[src/rtl/pwr_pkg.sv]
// Shared power-mode encodings and default window lengths, so every consumer of
// pwr_state decodes it the same way.
package pwr_pkg;

  typedef enum logic [1:0] {
    PWR_SLEEP = 2'b00,
    PWR_WAKE  = 2'b01,
    PWR_RUN   = 2'b10,
    PWR_IDLE  = 2'b11
  } pwr_state_e;

  localparam int unsigned PWR_IDLE_CYCLES_DEF = 8;
  localparam int unsigned PWR_WAKE_CYCLES_DEF = 3;
  localparam int unsigned PWR_CNT_W_DEF       = 8;

endpackage

[src/rtl/pwr_cycle_timer.sv]
// Clearable up-counter with a runtime terminal value; it holds at the terminal
// value instead of wrapping.
module pwr_cycle_timer #(
  parameter int unsigned CNT_W = 8
) (
  input  logic             clk_i,
  input  logic             rst_ni,
  input  logic             clr_i,
  input  logic             inc_i,
  input  logic [CNT_W-1:0] term_i,
  output logic             tc_o
);

  logic [CNT_W-1:0] cnt_q;
  logic [CNT_W-1:0] cnt_d;

  assign tc_o = (cnt_q == term_i);

  always_comb begin
    cnt_d = cnt_q;
    if (clr_i) begin
      cnt_d = '0;
    end else if (inc_i && !tc_o) begin
      cnt_d = cnt_q + 1'b1;
    end
  end

  always_ff @(posedge clk_i or negedge rst_ni) begin
    if (!rst_ni) begin
      cnt_q <= '0;
    end else begin
      cnt_q <= cnt_d;
    end
  end

endmodule

[src/rtl/pwr_mode_ctrl.sv]
// Activity-driven power-mode controller: gates the downstream clock after an idle
// timeout and restarts it through a fixed warm-up window.
module pwr_mode_ctrl
  import pwr_pkg::*;
#(
  parameter int unsigned IDLE_CYCLES = PWR_IDLE_CYCLES_DEF,
  parameter int unsigned WAKE_CYCLES = PWR_WAKE_CYCLES_DEF,
  parameter int unsigned CNT_W       = PWR_CNT_W_DEF
) (
  input  logic       clk_i,
  input  logic       rst_ni,
  input  logic       req_i,
  input  logic       sleep_req_i,
  output logic       enable_o,
  output logic       clk_gate_en_o,
  output logic       wake_ack_o,
  output logic [1:0] pwr_state_o
);

  localparam logic [CNT_W-1:0] WAKE_TERM = CNT_W'(WAKE_CYCLES - 1);
  localparam logic [CNT_W-1:0] IDLE_TERM = CNT_W'(IDLE_CYCLES - 1);

  pwr_state_e       state_q;
  pwr_state_e       state_d;
  logic             enable_q;
  logic             clk_gate_en_q;
  logic             wake_ack_q;
  logic             tmr_clr;
  logic             tmr_inc;
  logic             tmr_tc;
  logic [CNT_W-1:0] tmr_term;

  pwr_cycle_timer #(
    .CNT_W (CNT_W)
  ) u_timer (
    .clk_i  (clk_i),
    .rst_ni (rst_ni),
    .clr_i  (tmr_clr),
    .inc_i  (tmr_inc),
    .term_i (tmr_term),
    .tc_o   (tmr_tc)
  );

  // The timer is cleared on every transition so each window starts from zero.
  always_comb begin
    state_d  = state_q;
    tmr_clr  = 1'b1;
    tmr_inc  = 1'b0;
    tmr_term = (state_q == PWR_WAKE) ? WAKE_TERM : IDLE_TERM;
    case (state_q)
      PWR_SLEEP: begin
        if (req_i && !sleep_req_i) state_d = PWR_WAKE;
      end
      PWR_WAKE: begin
        if (sleep_req_i) begin
          state_d = PWR_SLEEP;
        end else if (tmr_tc) begin
          state_d = PWR_RUN;
        end else begin
          tmr_clr = 1'b0;
          tmr_inc = 1'b1;
        end
      end
      PWR_RUN: begin
        if (sleep_req_i)  state_d = PWR_SLEEP;
        else if (!req_i)  state_d = PWR_IDLE;
      end
      PWR_IDLE: begin
        if (sleep_req_i) begin
          state_d = PWR_SLEEP;
        end else if (req_i) begin
          state_d = PWR_RUN;
        end else if (tmr_tc) begin
          state_d = PWR_SLEEP;
        end else begin
          tmr_clr = 1'b0;
          tmr_inc = 1'b1;
        end
      end
      default: state_d = PWR_SLEEP;
    endcase
  end

  always_ff @(posedge clk_i or negedge rst_ni) begin
    if (!rst_ni) begin
      state_q       <= PWR_SLEEP;
      enable_q      <= 1'b0;
      clk_gate_en_q <= 1'b0;
      wake_ack_q    <= 1'b0;
    end else begin
      state_q       <= state_d;
      enable_q      <= (state_d == PWR_RUN);
      clk_gate_en_q <= (state_d != PWR_SLEEP);
      wake_ack_q    <= (state_q == PWR_WAKE) && (state_d == PWR_RUN);
    end
  end

  assign enable_o      = enable_q;
  assign clk_gate_en_o = clk_gate_en_q;
  assign wake_ack_o    = wake_ack_q;
  assign pwr_state_o   = state_q;

endmodule

[config.mk]
export PLATFORM = sky130hd
export DESIGN_NAME = pwr_mode_ctrl
export DESIGN_NICKNAME = d
export VERILOG_FILES = /design/src/rtl/pwr_pkg.sv /design/src/rtl/pwr_cycle_timer.sv /design/src/rtl/pwr_mode_ctrl.sv
export SDC_FILE = /design/constraint.sdc
export NUM_CORES = 1
export LEC_CHECK = 0
export CORE_MARGIN = 2
export CORE_UTILIZATION = 25
export DETAILED_ROUTE_END_ITERATION = 10
export GPL_TIMING_DRIVEN = 0
export PLACE_DENSITY = 0.44
export SYNTH_ARGS = -nofsm -noshare
export SYNTH_HDL_FRONTEND = slang
export SYNTH_SLANG_ARGS = --single-unit
[constraint.sdc]
create_clock -name clk_i -period 2.21 [get_ports clk_i]
set_clock_uncertainty 0.1 [all_clocks]
set_input_delay 0.3315 -clock clk_i [delete_from_list [all_inputs] [get_ports clk_i]]
set_output_delay 0.3315 -clock clk_i [all_outputs]
set_load 0.05 [all_outputs]
==> key figures <==
Cells and area
  • Ratio of cells with drive above 1 in the final layout: 10.3%
  • Fraction of the core area covered by cells at the end of the flow: 33.2%
  • Layout Cell Area excl Fill: about 750 µm²
  • Diode insertion count for antenna repair: 0
  • Count of filler cells inserted in the layout: 257
  • Post-layout instance count excluding filler cells: 96
  • # nets final: 74
  • Layout Area Growth over Synthesis: 23.3%

GRT
  • Pin count of the biggest net entering global routing: 14
  • Wire length of the first global-routing pass: 2.03 mm
  • Overflow left after global routing: 0
  • Vias in the first global route: about 420
  • Number of antenna violations at the first check in global routing: 0
  • Total routing usage reported by global routing: 11.0%

Floorplan
  • DIE WIDTH: 53.3 µm
  • Die height: 53.3 µm
  • Die ar.: 2840 µm²
  • FP Rows: 17
  • Core Footprint: 2250 µm²
  • Initial Utilization: 27.0%
  • Top-Level Pins: 9

Setup path
  • Required time worst endpoint: between 1.5 and 2 ns
  • Endpoint kind of the worst setup timing path: output pin
  • Library cell contributing the largest single delay on the critical path: sky130_fd_sc_hd__clkdlybuf4s50_1
  • Stage delay of the slowest cell on the critical path: 0.85 ns
  • Critical path data arrival time: around 1.6 ns
  • Critical path launch point type: flip-flop
  • Worst path buffer plus inverter count: 1
  • Highest net fanout along the worst path: 8
  • Largest delay contributor family on the critical path: buffers and inverters
  • Critical Path, Cell by Cell: clkdlybuf4s50_1
  • Startpoint-to-endpoint class of the critical path: flip-flop to output pin

Route
  • First-iteration detailed-routing DRC count: 8
  • Routed WL per cell: 11.8 µm
  • Number of iterations in the first detailed-routing pass: 3
  • Vias per Instance: 4.55
  • Total via count in the routed design: 437
  • Sum of routed wire length over all layers: about 1.1 mm
  • Total DRC errors in the routed layout: 0
  • Post-route ant nets: 0

CTS
  • Clock slew at the register clock pins of the worst setup and hold paths: 0.08 ns
  • Max clock buf depth: 2
  • TritonCTS clock tree: built
  • CTS Root Cell: sky130_fd_sc_hd__clkbuf_4
  • CTS Buf Count: 3
  • Clock Sink Count: 13
  • Post-CTS Setup Inserts: 0
  • Worst skew pair latency: 0.28 ns
  • Hold_buf cts: 0
  • H-tree levels: 1
  • Cells resized by post-CTS repair: 0

Yosys
  • Share of flip-flops with an asynchronous set or reset after synthesis: between 90% and 100%
  • Main area contributors after synthesis: sky130_fd_sc_hd__dfrtp_1, sky130_fd_sc_hd__xor2_1, sky130_fd_sc_hd__nor2_1, sky130_fd_sc_hd__xnor2_1, sky130_fd_sc_hd__o31ai_1
  • Syn Inst Count: 56
  • Top post-synthesis cells by count: sky130_fd_sc_hd__dfrtp_1, sky130_fd_sc_hd__nor2_1, sky130_fd_sc_hd__nand3_1, sky130_fd_sc_hd__xor2_1
  • Fraction of post-synthesis cell area in the top cell type by area: approximately 53%
  • Post-synthesis area per instance: approximately 11 µm²
  • Most instantiated library cell after synthesis: sky130_fd_sc_hd__dfrtp_1
  • EDFF count, synth: 0
  • Part of the Yosys area used for sequential elements: 53.5%
  • Count of synthesis-stage warnings from yosys: 0
  • Unique masters post-synth: 23
  • Post-synth top area cell: sky130_fd_sc_hd__dfrtp_1
  • Post-synthesis instance area: between 600 and 700 µm²
  • Post-Synthesis Net Count: slightly above 60
  • Post-synthesis register bit count: 13
  • Main synth FF type: sky130_fd_sc_hd__dfrtp_1

Placement
  • Routability-driven placement congestion ratio: 0.718
  • HPWL after DPL: 806 µm
  • Total cell area at the placement stage: 723 µm²
  • Worst setup slack before clock tree synthesis: between 0.2 and 0.25 ns
  • Count of buffers from port buffering: 8
  • Placed cell count: 92

STA
  • Highest Clock Rate: 491 MHz
  • Final Max Slew Viols: 0
  • Shortest period the worst path allows: 2.04 ns
  • Max_slew headroom: 60.8%
  • Post-route setup TNS: 0 ns
  • Fraction of the cycle the final worst path needs: 92.2%
  • Post-Route Hold Slack: 0.318 ns
  • Unrepaired setup endpoints after global routing: false
  • Final hold violation count: 0
  • Pin slew with the least headroom to its limit: 0.586 ns
  • Worst Setup Slack, final: 0.173 ns
  • Number of endpoints failing setup at the final stage: 0

Power
  • Peak supply drop: approximately 0.38 mV
  • Post-layout total power: between 0.4 and 0.5 mW
  • Pwr per Cell Area: 627 nW/µm²
  • Leakage component of the power: 0.320 nW

Job
  • Max-capacitance violation count: 0

Hold path
  • Type of the tightest min-delay check: primary input to asynchronous set/reset pin

Status
  • Outcome: finished, final reports clean
[per-layer routing]
layer  global-route usage (%)  part of all wire, %  up-vias
met5                        0                    0        -
met4                     7.69                  2.6        0
met3                     5.08                  3.7        4
met2                     14.2                   44        8
met1                     14.0                   49      206
li1                         -                    -      219
[registers in the layout (all words and copies together) (netlist names)]
signal         cells
clk_gate_en_o      1
wake_ack_o         1
u_timer.cnt_q      8
pwr_state_o        2
enable_o           1
[kinds of logic after synthesis]
group	count (synthesis)	synth area share (%)
compound gates	7	8.44
xor+xnor	7	10.1
fa+ha+maj	1	2.06
buf+inv	4	2.67
flops	13	53.5
simple gates	24	23.3
[layout by cell type, fill, tap and decap left out]
cell type	n
sky130_fd_sc_hd__a211oi_1	1
sky130_fd_sc_hd__nand4b_1	1
sky130_fd_sc_hd__dfrtp_1	13
sky130_fd_sc_hd__a21o_1	1
sky130_fd_sc_hd__nand3_1	4
sky130_fd_sc_hd__xor2_1	4
sky130_fd_sc_hd__clkbuf_4	3
sky130_fd_sc_hd__or3b_1	1
sky130_fd_sc_hd__and3_1	1
sky130_fd_sc_hd__clkdlybuf4s50_1	8
sky130_fd_sc_hd__o31ai_1	3
sky130_fd_sc_hd__and2_1	1
sky130_fd_sc_hd__nor2_1	9
sky130_fd_sc_hd__xnor2_1	3
sky130_fd_sc_hd__nor4b_1	1
sky130_fd_sc_hd__a21oi_1	1
sky130_fd_sc_hd__or4_4	1
sky130_fd_sc_hd__and3_2	1
sky130_fd_sc_hd__buf_2	1
sky130_fd_sc_hd__nor3_1	1
sky130_fd_sc_hd__clkbuf_1	1
sky130_fd_sc_hd__ha_1	1
sky130_fd_sc_hd__nor3b_2	1
sky130_fd_sc_hd__o311ai_0	1
sky130_fd_sc_hd__nand2b_1	2
sky130_fd_sc_hd__inv_1	3
[report_power, final]
group | leakage [nW] | switching, mW | total [mW] | internal [mW]
sequential | 0.178 | 0.00978 | 0.255 | 0.245
clock | 0.0150 | 0.0786 | 0.149 | 0.0701
combinational | 0.126 | 0.0418 | 0.0664 | 0.0246
total | 0.320 | 0.130 | 0.470 | 0.340
[area by class of cell]
type	count	area, µm²	area share (%)
flip-flops and latches	13	325	43.4
multi-input cells	39	267	35.6
repair buffers	8	80.1	10.7
well taps	28	35.0	4.67
clock buffers	4	26.3	3.51
inverters	3	11.3	1.50
plain buffers	1	5.00	0.668
[path summary, 6_finish.rpt]
kind | startpoint | endpoint | slack, ns | cells after the start
max | pwr_state_o[0]$_DFF_PN0_ | pwr_state_o[0] | 0.17 | 1
min reg2reg | u_timer.cnt_q[0]$_DFFE_PN0P_ | u_timer.cnt_q[0]$_DFFE_PN0P_ | 0.45 | 1
min in group clk_i | u_timer.cnt_q[0]$_DFFE_PN0P_ | u_timer.cnt_q[0]$_DFFE_PN0P_ | 0.45 | 1
max reg2reg | u_timer.cnt_q[4]$_DFFE_PN0P_ | clk_gate_en_o$_DFF_PN0_ | 0.22 | 4
min | rst_ni | pwr_state_o[0]$_DFF_PN0_ | 0.32 | 1
max in group asynchronous | rst_ni | u_timer.cnt_q[4]$_DFFE_PN0P_ | 1.31 | 1
Note: power is estimated with default switching activity, not from simulation.
